### src/rtl/bucket_rmw_ctrl_if.sv
// Op request, response and RAM port-B signal bundle for bucket_rmw_ctrl.
// The slave modport is the controller's view; master is the environment (hash stage, consumer, RAM).
interface bucket_rmw_ctrl_if #(
  parameter int unsigned AW = 10,
  parameter int unsigned DW = 4
) ();

  logic          req_valid;
  logic          req_ready;
  logic [1:0]    req_op;
  logic [AW-1:0] req_addr;
  logic [DW-1:0] req_data;

  logic          rsp_valid;
  logic          rsp_ready;
  logic [DW-1:0] rsp_old;
  logic [DW-1:0] rsp_new;
  logic          rsp_sat;
  logic          rsp_err;

  logic          ram_en;
  logic          ram_we;
  logic [AW-1:0] ram_addr;
  logic [DW-1:0] ram_din;
  logic [DW-1:0] ram_dout;
  logic          ram_dout_valid;

  modport slave (
    input  req_valid, req_op, req_addr, req_data,
    output req_ready,
    output rsp_valid, rsp_old, rsp_new, rsp_sat, rsp_err,
    input  rsp_ready,
    output ram_en, ram_we, ram_addr, ram_din,
    input  ram_dout, ram_dout_valid
  );

  modport master (
    output req_valid, req_op, req_addr, req_data,
    input  req_ready,
    input  rsp_valid, rsp_old, rsp_new, rsp_sat, rsp_err,
    output rsp_ready,
    input  ram_en, ram_we, ram_addr, ram_din,
    output ram_dout, ram_dout_valid
  );

endinterface

### src/rtl/bucket_rmw_ctrl.sv
// Read-modify-write controller for port B of the cell RAM: read, saturating add, overwrite, clear.
// One op in flight; response is returned on a valid/ready channel with old/new value and flags.
module bucket_rmw_ctrl #(
  parameter int unsigned DEPTH   = 535,
  parameter int unsigned AW      = 10,
  parameter int unsigned DW      = 4,
  parameter int unsigned TIMEOUT = 15
) (
  input  logic                 clk,
  input  logic                 rst_n,
  bucket_rmw_ctrl_if.slave     rmw,
  output logic [15:0]          sat_cnt_o
);

  localparam int unsigned TW = $clog2(TIMEOUT + 1);
  localparam int unsigned CW = 16;

  localparam logic [1:0] OP_RD  = 2'b00;
  localparam logic [1:0] OP_ADD = 2'b01;
  localparam logic [1:0] OP_WR  = 2'b10;
  localparam logic [1:0] OP_CLR = 2'b11;

  typedef enum logic [2:0] {
    S_IDLE     = 3'd0,
    S_RD_ISSUE = 3'd1,
    S_RD_WAIT  = 3'd2,
    S_WR_ISSUE = 3'd3,
    S_WR_WAIT  = 3'd4,
    S_RESP     = 3'd5
  } state_e;

  state_e        state_q, state_d;
  logic [TW-1:0] timer_q, timer_d;
  logic [1:0]    op_q, op_d;
  logic [AW-1:0] addr_q, addr_d;
  logic [DW-1:0] data_q, data_d;
  logic [DW-1:0] old_q, old_d;
  logic [DW-1:0] new_q, new_d;
  logic          sat_q, sat_d;
  logic          err_q, err_d;
  logic [CW-1:0] sat_cnt_q, sat_cnt_d;

  logic          req_ready_q, req_ready_d;
  logic          rsp_valid_q, rsp_valid_d;
  logic [DW-1:0] rsp_old_q, rsp_old_d;
  logic [DW-1:0] rsp_new_q, rsp_new_d;
  logic          rsp_sat_q, rsp_sat_d;
  logic          rsp_err_q, rsp_err_d;
  logic          ram_en_q, ram_en_d;
  logic          ram_we_q, ram_we_d;
  logic [AW-1:0] ram_addr_q, ram_addr_d;
  logic [DW-1:0] ram_din_q, ram_din_d;

  logic          accept_c;
  logic          in_range_c;
  logic          timeout_c;
  logic [TW-1:0] timer_inc_c;
  logic [DW:0]   sum_c;

  assign accept_c    = rmw.req_valid && req_ready_q;
  assign in_range_c  = 32'(rmw.req_addr) < DEPTH;
  assign timeout_c   = (timer_q == TW'(TIMEOUT));
  assign timer_inc_c = (&timer_q) ? timer_q : timer_q + TW'(1);
  // Extra top bit of the sum flags overflow past the cell ceiling.
  assign sum_c       = {1'b0, rmw.ram_dout} + {1'b0, data_q};

  // State, datapath and registered outputs.
  always_ff @(posedge clk or negedge rst_n) begin
    if (!rst_n) begin
      state_q     <= S_IDLE;
      timer_q     <= '0;
      op_q        <= '0;
      addr_q      <= '0;
      data_q      <= '0;
      old_q       <= '0;
      new_q       <= '0;
      sat_q       <= 1'b0;
      err_q       <= 1'b0;
      sat_cnt_q   <= '0;
      req_ready_q <= 1'b1;
      rsp_valid_q <= 1'b0;
      rsp_old_q   <= '0;
      rsp_new_q   <= '0;
      rsp_sat_q   <= 1'b0;
      rsp_err_q   <= 1'b0;
      ram_en_q    <= 1'b0;
      ram_we_q    <= 1'b0;
      ram_addr_q  <= '0;
      ram_din_q   <= '0;
    end else begin
      state_q     <= state_d;
      timer_q     <= timer_d;
      op_q        <= op_d;
      addr_q      <= addr_d;
      data_q      <= data_d;
      old_q       <= old_d;
      new_q       <= new_d;
      sat_q       <= sat_d;
      err_q       <= err_d;
      sat_cnt_q   <= sat_cnt_d;
      req_ready_q <= req_ready_d;
      rsp_valid_q <= rsp_valid_d;
      rsp_old_q   <= rsp_old_d;
      rsp_new_q   <= rsp_new_d;
      rsp_sat_q   <= rsp_sat_d;
      rsp_err_q   <= rsp_err_d;
      ram_en_q    <= ram_en_d;
      ram_we_q    <= ram_we_d;
      ram_addr_q  <= ram_addr_d;
      ram_din_q   <= ram_din_d;
    end
  end

  // Next state, wait timer and op datapath.
  always_comb begin
    state_d   = state_q;
    timer_d   = timer_q;
    op_d      = op_q;
    addr_d    = addr_q;
    data_d    = data_q;
    old_d     = old_q;
    new_d     = new_q;
    sat_d     = sat_q;
    err_d     = err_q;
    sat_cnt_d = sat_cnt_q;

    unique case (state_q)
      S_IDLE: begin
        if (accept_c) begin
          op_d   = rmw.req_op;
          addr_d = rmw.req_addr;
          data_d = rmw.req_data;
          old_d  = '0;
          new_d  = '0;
          sat_d  = 1'b0;
          err_d  = 1'b0;
          if (!in_range_c) begin
            err_d   = 1'b1;
            state_d = S_RESP;
          end else begin
            unique case (rmw.req_op)
              OP_RD, OP_ADD: state_d = S_RD_ISSUE;
              OP_WR: begin
                new_d   = rmw.req_data;
                state_d = S_WR_ISSUE;
              end
              OP_CLR: state_d = S_WR_ISSUE;
              default: state_d = S_IDLE;
            endcase
          end
        end
      end

      S_RD_ISSUE: begin
        timer_d = '0;
        state_d = S_RD_WAIT;
      end

      S_RD_WAIT: begin
        if (rmw.ram_dout_valid) begin
          old_d = rmw.ram_dout;
          if (op_q == OP_RD) begin
            new_d   = rmw.ram_dout;
            state_d = S_RESP;
          end else begin
            if (sum_c[DW]) begin
              new_d = '1;
              sat_d = 1'b1;
              if (sat_cnt_q != '1) begin
                sat_cnt_d = sat_cnt_q + CW'(1);
              end
            end else begin
              new_d = sum_c[DW-1:0];
            end
            state_d = S_WR_ISSUE;
          end
        end else if (timeout_c) begin
          old_d   = '0;
          new_d   = '0;
          err_d   = 1'b1;
          state_d = S_RESP;
        end else begin
          timer_d = timer_inc_c;
        end
      end

      S_WR_ISSUE: begin
        timer_d = '0;
        state_d = S_WR_WAIT;
      end

      S_WR_WAIT: begin
        if (rmw.ram_dout_valid) begin
          state_d = S_RESP;
        end else if (timeout_c) begin
          old_d   = '0;
          new_d   = '0;
          sat_d   = 1'b0;
          err_d   = 1'b1;
          state_d = S_RESP;
        end else begin
          timer_d = timer_inc_c;
        end
      end

      S_RESP: begin
        if (rmw.rsp_ready) begin
          state_d = S_IDLE;
        end
      end

      default: state_d = S_IDLE;
    endcase
  end

  // Output register next values, derived from the state being entered.
  always_comb begin
    req_ready_d = 1'b0;
    rsp_valid_d = 1'b0;
    rsp_old_d   = '0;
    rsp_new_d   = '0;
    rsp_sat_d   = 1'b0;
    rsp_err_d   = 1'b0;
    ram_en_d    = 1'b0;
    ram_we_d    = 1'b0;
    ram_addr_d  = ram_addr_q;
    ram_din_d   = ram_din_q;

    req_ready_d = (state_d == S_IDLE);
    rsp_valid_d = (state_d == S_RESP);
    if (rsp_valid_d) begin
      rsp_old_d = old_d;
      rsp_new_d = new_d;
      rsp_sat_d = sat_d;
      rsp_err_d = err_d;
    end

    ram_en_d = (state_d == S_RD_ISSUE) || (state_d == S_WR_ISSUE);
    ram_we_d = (state_d == S_WR_ISSUE);
    // Address and write data only change on issue, so they stay put through the wait.
    if (ram_en_d) begin
      ram_addr_d = addr_d;
    end
    if (ram_we_d) begin
      ram_din_d = new_d;
    end
  end

  assign rmw.req_ready = req_ready_q;
  assign rmw.rsp_valid = rsp_valid_q;
  assign rmw.rsp_old   = rsp_old_q;
  assign rmw.rsp_new   = rsp_new_q;
  assign rmw.rsp_sat   = rsp_sat_q;
  assign rmw.rsp_err   = rsp_err_q;
  assign rmw.ram_en    = ram_en_q;
  assign rmw.ram_we    = ram_we_q;
  assign rmw.ram_addr  = ram_addr_q;
  assign rmw.ram_din   = ram_din_q;
  assign sat_cnt_o     = sat_cnt_q;

endmodule
### src/flat_wrapper.sv
// flat-port wrapper written by rule: the top's interface ports become plain ports
module bucket_rmw_ctrl_flat 
#(
  parameter int unsigned DEPTH   = 535,
  parameter int unsigned AW      = 10,
  parameter int unsigned DW      = 4,
  parameter int unsigned TIMEOUT = 15
)
  (clk, rst_n, sat_cnt_o, rmw_req_valid, rmw_req_op, rmw_req_addr, rmw_req_data, rmw_req_ready, rmw_rsp_valid, rmw_rsp_old, rmw_rsp_new, rmw_rsp_sat, rmw_rsp_err, rmw_rsp_ready, rmw_ram_en, rmw_ram_we, rmw_ram_addr, rmw_ram_din, rmw_ram_dout, rmw_ram_dout_valid);
  bucket_rmw_ctrl_if #(.AW(AW), .DW(DW)) rmw_i ();
  input  logic clk;
  input  logic rst_n;
  output logic [15:0] sat_cnt_o;
  input wire logic [$bits(rmw_i.req_valid)-1:0] rmw_req_valid;
  input wire logic [$bits(rmw_i.req_op)-1:0] rmw_req_op;
  input wire logic [$bits(rmw_i.req_addr)-1:0] rmw_req_addr;
  input wire logic [$bits(rmw_i.req_data)-1:0] rmw_req_data;
  output wire logic [$bits(rmw_i.req_ready)-1:0] rmw_req_ready;
  output wire logic [$bits(rmw_i.rsp_valid)-1:0] rmw_rsp_valid;
  output wire logic [$bits(rmw_i.rsp_old)-1:0] rmw_rsp_old;
  output wire logic [$bits(rmw_i.rsp_new)-1:0] rmw_rsp_new;
  output wire logic [$bits(rmw_i.rsp_sat)-1:0] rmw_rsp_sat;
  output wire logic [$bits(rmw_i.rsp_err)-1:0] rmw_rsp_err;
  input wire logic [$bits(rmw_i.rsp_ready)-1:0] rmw_rsp_ready;
  output wire logic [$bits(rmw_i.ram_en)-1:0] rmw_ram_en;
  output wire logic [$bits(rmw_i.ram_we)-1:0] rmw_ram_we;
  output wire logic [$bits(rmw_i.ram_addr)-1:0] rmw_ram_addr;
  output wire logic [$bits(rmw_i.ram_din)-1:0] rmw_ram_din;
  input wire logic [$bits(rmw_i.ram_dout)-1:0] rmw_ram_dout;
  input wire logic [$bits(rmw_i.ram_dout_valid)-1:0] rmw_ram_dout_valid;
  assign rmw_i.req_valid = rmw_req_valid;
  assign rmw_i.req_op = rmw_req_op;
  assign rmw_i.req_addr = rmw_req_addr;
  assign rmw_i.req_data = rmw_req_data;
  assign rmw_req_ready = rmw_i.req_ready;
  assign rmw_rsp_valid = rmw_i.rsp_valid;
  assign rmw_rsp_old = rmw_i.rsp_old;
  assign rmw_rsp_new = rmw_i.rsp_new;
  assign rmw_rsp_sat = rmw_i.rsp_sat;
  assign rmw_rsp_err = rmw_i.rsp_err;
  assign rmw_i.rsp_ready = rmw_rsp_ready;
  assign rmw_ram_en = rmw_i.ram_en;
  assign rmw_ram_we = rmw_i.ram_we;
  assign rmw_ram_addr = rmw_i.ram_addr;
  assign rmw_ram_din = rmw_i.ram_din;
  assign rmw_i.ram_dout = rmw_ram_dout;
  assign rmw_i.ram_dout_valid = rmw_ram_dout_valid;
  bucket_rmw_ctrl #(.DEPTH(DEPTH), .AW(AW), .DW(DW), .TIMEOUT(TIMEOUT)) u_core (.clk(clk), .rst_n(rst_n), .rmw(rmw_i), .sat_cnt_o(sat_cnt_o));
endmodule
### config.mk
export PLATFORM = sky130hd
export DESIGN_NAME = bucket_rmw_ctrl_flat
export DESIGN_NICKNAME = d
export VERILOG_FILES = /design/src/rtl/bucket_rmw_ctrl_if.sv /design/src/rtl/bucket_rmw_ctrl.sv /design/src/flat_wrapper.sv
export SDC_FILE = /design/constraint.sdc
export NUM_CORES = 1
export LEC_CHECK = 0
export CAP_MARGIN = 15
export CORE_ASPECT_RATIO = 1.25
export CORE_MARGIN = 2
export CORE_UTILIZATION = 42
export CTS_CLUSTER_SIZE = 40
export DETAILED_ROUTE_END_ITERATION = 8
export PLACE_DENSITY = 0.76
export RECOVER_POWER = 25
export SETUP_SLACK_MARGIN = 0.2
export SKIP_CTS_REPAIR_TIMING = 1
export SLEW_MARGIN = 0
export SYNTH_ARGS = -nofsm -noshare
export SYNTH_HDL_FRONTEND = slang
export SYNTH_SLANG_ARGS = --single-unit
### constraint.sdc
create_clock -name clk -period 2.8 [get_ports clk]
set_input_delay 0.42 -clock clk [delete_from_list [all_inputs] [get_ports clk]]
set_output_delay 0.42 -clock clk [all_outputs]
set_load 0.02 [all_outputs]
==> impl.org <==
** Outcome
- The run finished, with violations left.
- Violations in the final reports :: max-capacitance violations, max-slew violations

** Logic synthesis
- Leading cell types by total area after synthesis :: sky130_fd_sc_hd__dfrtp_1, sky130_fd_sc_hd__nand2_1, sky130_fd_sc_hd__mux2_1, sky130_fd_sc_hd__xor2_1, sky130_fd_sc_hd__a21oi_1
- The top cell type by area accounts for 52.72% of the synthesized area.
- Avg Synthesized Cell Area :: about 10 um^2
- Yosys mapped a number of flops with a built-in enable equal to 0.
- Share of flip-flops with an asynchronous set or reset :: 100.0%
- Number of distinct library cell variants in the gate-level netlist after synthesis :: 61
- Sequential cell area fraction in the yosys report :: 53.45%
- After technology mapping, the gate count stands at about 350.
- Yosys top cell by area :: sky130_fd_sc_hd__dfrtp_1
- After synthesis the netlist holds a flip-flop and latch count of between 70 and 80.
- Most used flip-flop cell after synthesis :: sky130_fd_sc_hd__dfrtp_1
- Warning count from the yosys run :: 0
- The number of nets handed over by synthesis was between 300 and 400.
- After synthesis the cells add up to 3607 um^2.

** Cells and area
- Share of layout cells above drive strength 1 :: 9.885%
- Once layout is done, the placed cells without fillers occupy 4668 um^2.
- The count of cells in the finished layout, fillers not included, comes to 532.
- Max reg flops :: 16
- 0 antenna diodes ended up in the layout.
- Layout net count :: about 460
- Final standard cell utilization of the core :: between 50% and 60%
- Area growth syn-to-layout :: 29.41%

** Route
- Average detailed-routed wire length per instance :: 16.42 um
- Number of design-rule violations left by the first detailed-router iteration :: approximately 240
- For this run, the detailed router's first-pass iteration total came to 4.
- After detailed routing, the number of remaining DRC violations is 0.
- Via density per instance :: 5.570
- Aggregate routed wire length :: between 8 and 9 mm
- The routed layout has 2963 vias.
- Detail Route Antenna Nets :: 0

** Critical path
- Following the worst setup path forward leads to its endpoint at u_core.sat_cnt_o[7]$_DFFE_PN0P_.
- Length in cells of the worst reg-to-reg path :: 9
- In this run the critical register-to-register path is launched from u_core.data_q[0]$_DFFE_PN0P_.
- In this run the critical register-to-register path is captured at u_core.sat_cnt_o[7]$_DFFE_PN0P_.
- Critical Path Fanout Max :: 7
- Launching instance or port of the critical path :: rmw_ram_dout[0]
- CP startpoint kind :: input pin
- STA classifies the critical path endpoint as a register.
- The worst setup path is of the in2reg kind.
- The worst register-to-register path has a setup slack of about 500 ps.
- Data arrives at the worst endpoint at between 2000 and 3000 ps.
- Data required time at the worst endpoint :: 3080 ps

** Placed design
- After detailed placement, the total cell area comes to 4436 um^2.
- Worst setup slack after placement :: -150.1 ps
- RD Place Congestion :: 0.8982
- Placed wire-length estimate :: around 6.4 mm
- Buffers placed on the I/O ports in this run total 68.
- Placed cell count :: between 500 and 600

** Floorplanning
- Full die area :: 9351 um^2
- Rows :: 37
- Effective utilization at floorplan :: 43.53%
- Top-Level Pins :: a little under 70
- Chip width :: 86.89 um
- Floorplan Core Area :: 8287 um^2
- Height of the die :: around 110 um

** GRT
- Via count of the first global-routing pass :: 2946
- Maximum number of pins on one net before global-route repair :: 78
- The first global-routing pass estimated 14.54 mm of wire.
- The number of antenna violations at the first check in global routing is 0.
- All-layer global routing usage :: roughly 20%
- Gr ovfl total :: 0

** Flow run
- Max-capacitance violation count :: 1

** Power
- In this run the power density over the cells is 944.6 nW/um^2.
- For this design the static power due to leakage is ~2.1 nW.
- IR analysis of the VDD net gives a maximum drop of 0.5990 mV.
- Total Power :: approximately 4.4 mW

** Timing
- Setup slack closes at 285.0 ps.
- Setup repair after global routing could not meet its margin everywhere.
- Worst Skew :: 11.48 ps
- Transition at the pin with the smallest max-transition slack :: 1896 ps
- Worst slew margin relative to its limit :: -26.42%
- Period utilization :: between 80% and 90%
- Setup violations remaining at the end of the flow were counted as 0.
- For the finished layout, the period the worst path requires is 2515 ps.
- Fin. max-slew vios :: between 70 and 80
- Maximum operating frequency :: 0.3976 GHz
- The final count of hold timing violations is 0.

** CTS
- Clock slew seen by the registers of the worst setup and hold paths :: 90 ps
- CTS placed an instance of sky130_fd_sc_hd__clkbuf_8 at the clock tree root.
- TritonCTS built the clock tree.
- The longest clock path from root to sink contains 2 buffers.
- Clk sinks :: 77
- In this run, CTS created clock tree buffers numbering 9.
- The H-tree was split into 3 levels.
- Clock insertion delay at the later pin of the skew report :: 360 ps

** Hold path
- The tightest min-delay check is of the reg2reg type.
-- cell usage in the layout (no fill, tap or decap), drive strengths merged, types with 8 or more instances in the layout --
cell type	n
nor3	12
dfrtp	76
nand3	9
xor2	10
buf	11
inv	13
clkdlybuf4s50	67
nand2	81
nor2	10
clkbuf	11
mux2	10
nand4	9
nor2b	8
a31oi	8
a21oi	16
-- Yosys cell counts (2+ instances only) --
master	instances
sky130_fd_sc_hd__o21ai_0	5
sky130_fd_sc_hd__clkbuf_1	10
sky130_fd_sc_hd__nor2_1	8
sky130_fd_sc_hd__o21a_1	2
sky130_fd_sc_hd__nand2b_1	3
sky130_fd_sc_hd__xnor2_1	7
sky130_fd_sc_hd__nand2_1	81
sky130_fd_sc_hd__nor3b_1	2
sky130_fd_sc_hd__a21oi_1	16
sky130_fd_sc_hd__xor2_1	10
sky130_fd_sc_hd__nand3_1	9
sky130_fd_sc_hd__o211ai_1	2
sky130_fd_sc_hd__a31o_2	2
sky130_fd_sc_hd__nor3_1	11
sky130_fd_sc_hd__nor2b_1	8
sky130_fd_sc_hd__ha_1	6
sky130_fd_sc_hd__dfrtp_1	76
sky130_fd_sc_hd__a22o_1	4
sky130_fd_sc_hd__nor4b_1	2
sky130_fd_sc_hd__buf_2	2
sky130_fd_sc_hd__or4b_1	2
sky130_fd_sc_hd__a22oi_1	2
sky130_fd_sc_hd__a31oi_1	8
sky130_fd_sc_hd__inv_1	10
sky130_fd_sc_hd__o21ai_2	2
sky130_fd_sc_hd__nand4_1	9
sky130_fd_sc_hd__and2_1	2
sky130_fd_sc_hd__a32oi_1	3
sky130_fd_sc_hd__mux2_1	9
sky130_fd_sc_hd__and3_1	5
sky130_fd_sc_hd__a211oi_1	5
sky130_fd_sc_hd__nor2_2	2
-- worst min path at each step --
stage | cells after the start | slack (ps) | to | startpoint
after CTS | 1 | 240 | u_core.rmw.rsp_valid$_DFF_PN0_ | rst_n
final | 2 | 470 | u_core.addr_q[2]$_DFF_PN0_ | u_core.addr_q[2]$_DFF_PN0_
after global placement | 2 | 450 | u_core.addr_q[6]$_DFF_PN0_ | u_core.addr_q[6]$_DFF_PN0_
after detailed placement | 2 | 450 | u_core.addr_q[2]$_DFF_PN0_ | u_core.addr_q[2]$_DFF_PN0_
after global routing | 2 | 510 | u_core.addr_q[2]$_DFF_PN0_ | u_core.addr_q[2]$_DFF_PN0_
after floorplan | 0 | 120 | u_core.addr_q[0]$_DFF_PN0_ | rst_n
-- layout make-up --
cell class              count  area, um^2
multi-input cells         252        1575
repair buffers             79       770.7
clock inverters             6       93.84
well taps                  97       121.4
flip-flops and latches     77        1928
fillers                   718        3618
inverters                  11       41.29
clock buffers              10       137.6
-- critical path, stage by stage --
cell,delay [ps]
sky130_fd_sc_hd__clkdlybuf4s50_1,510
sky130_fd_sc_hd__ha_1,190
sky130_fd_sc_hd__inv_1,60
sky130_fd_sc_hd__fa_1,370
sky130_fd_sc_hd__nand2b_1,150
sky130_fd_sc_hd__o2bb2ai_1,140
sky130_fd_sc_hd__buf_4,160
sky130_fd_sc_hd__a211o_1,360
sky130_fd_sc_hd__nor3_1,260
sky130_fd_sc_hd__xor2_1,180
-- metrics by stage --
step,hold slack (ps),TNS [ps]
2_1_floorplan,124.4,0
3_3_place_gp,449.2,-251.6
3_5_place_dp,452.6,-968.2
4_1_cts,237.5,0
5_1_grt,508.6,0
6_report,474.2,0
-- where the power goes --
| group | internal [mW] | leakage, nW | switching (mW) | total [mW] |
|---|---|---|---|---|
| combinational | 0.785 | 1.00 | 0.938 | 1.72 |
| sequential | 1.45 | 1.01 | 0.255 | 1.71 |
| clock | 0.534 | 0.113 | 0.443 | 0.977 |
-- routing by layer --
| metal | vias up | wire length (um) | share of wire [%] | global-route usage [%] |
|---|---|---|---|---|
| li1 | 1406 | - | - | - |
| met1 | 1447 | 3745 | 43 | 26.13 |
| met2 | 85 | 4225 | 48 | 31.13 |
| met3 | 25 | 442 | 5.1 | 5.828 |
| met4 | 0 | 322 | 3.7 | 8.036 |
| met5 | - | 0 | 0 | 0 |
-- kinds of logic (layout without fill, tap and decap cells) --
family          Yosys count  in the layout  share of synthesized area [%]
compound gates           62             62                          11.90
xor+xnor                 17             17                          4.128
fa+ha+maj                 7              7                          2.636
buf+inv                  25            106                          2.983
flops                    77             77                          53.45
mux                      11             11                          3.399
simple gates            155            155                          21.51
(Power assumes the default switching activity.)
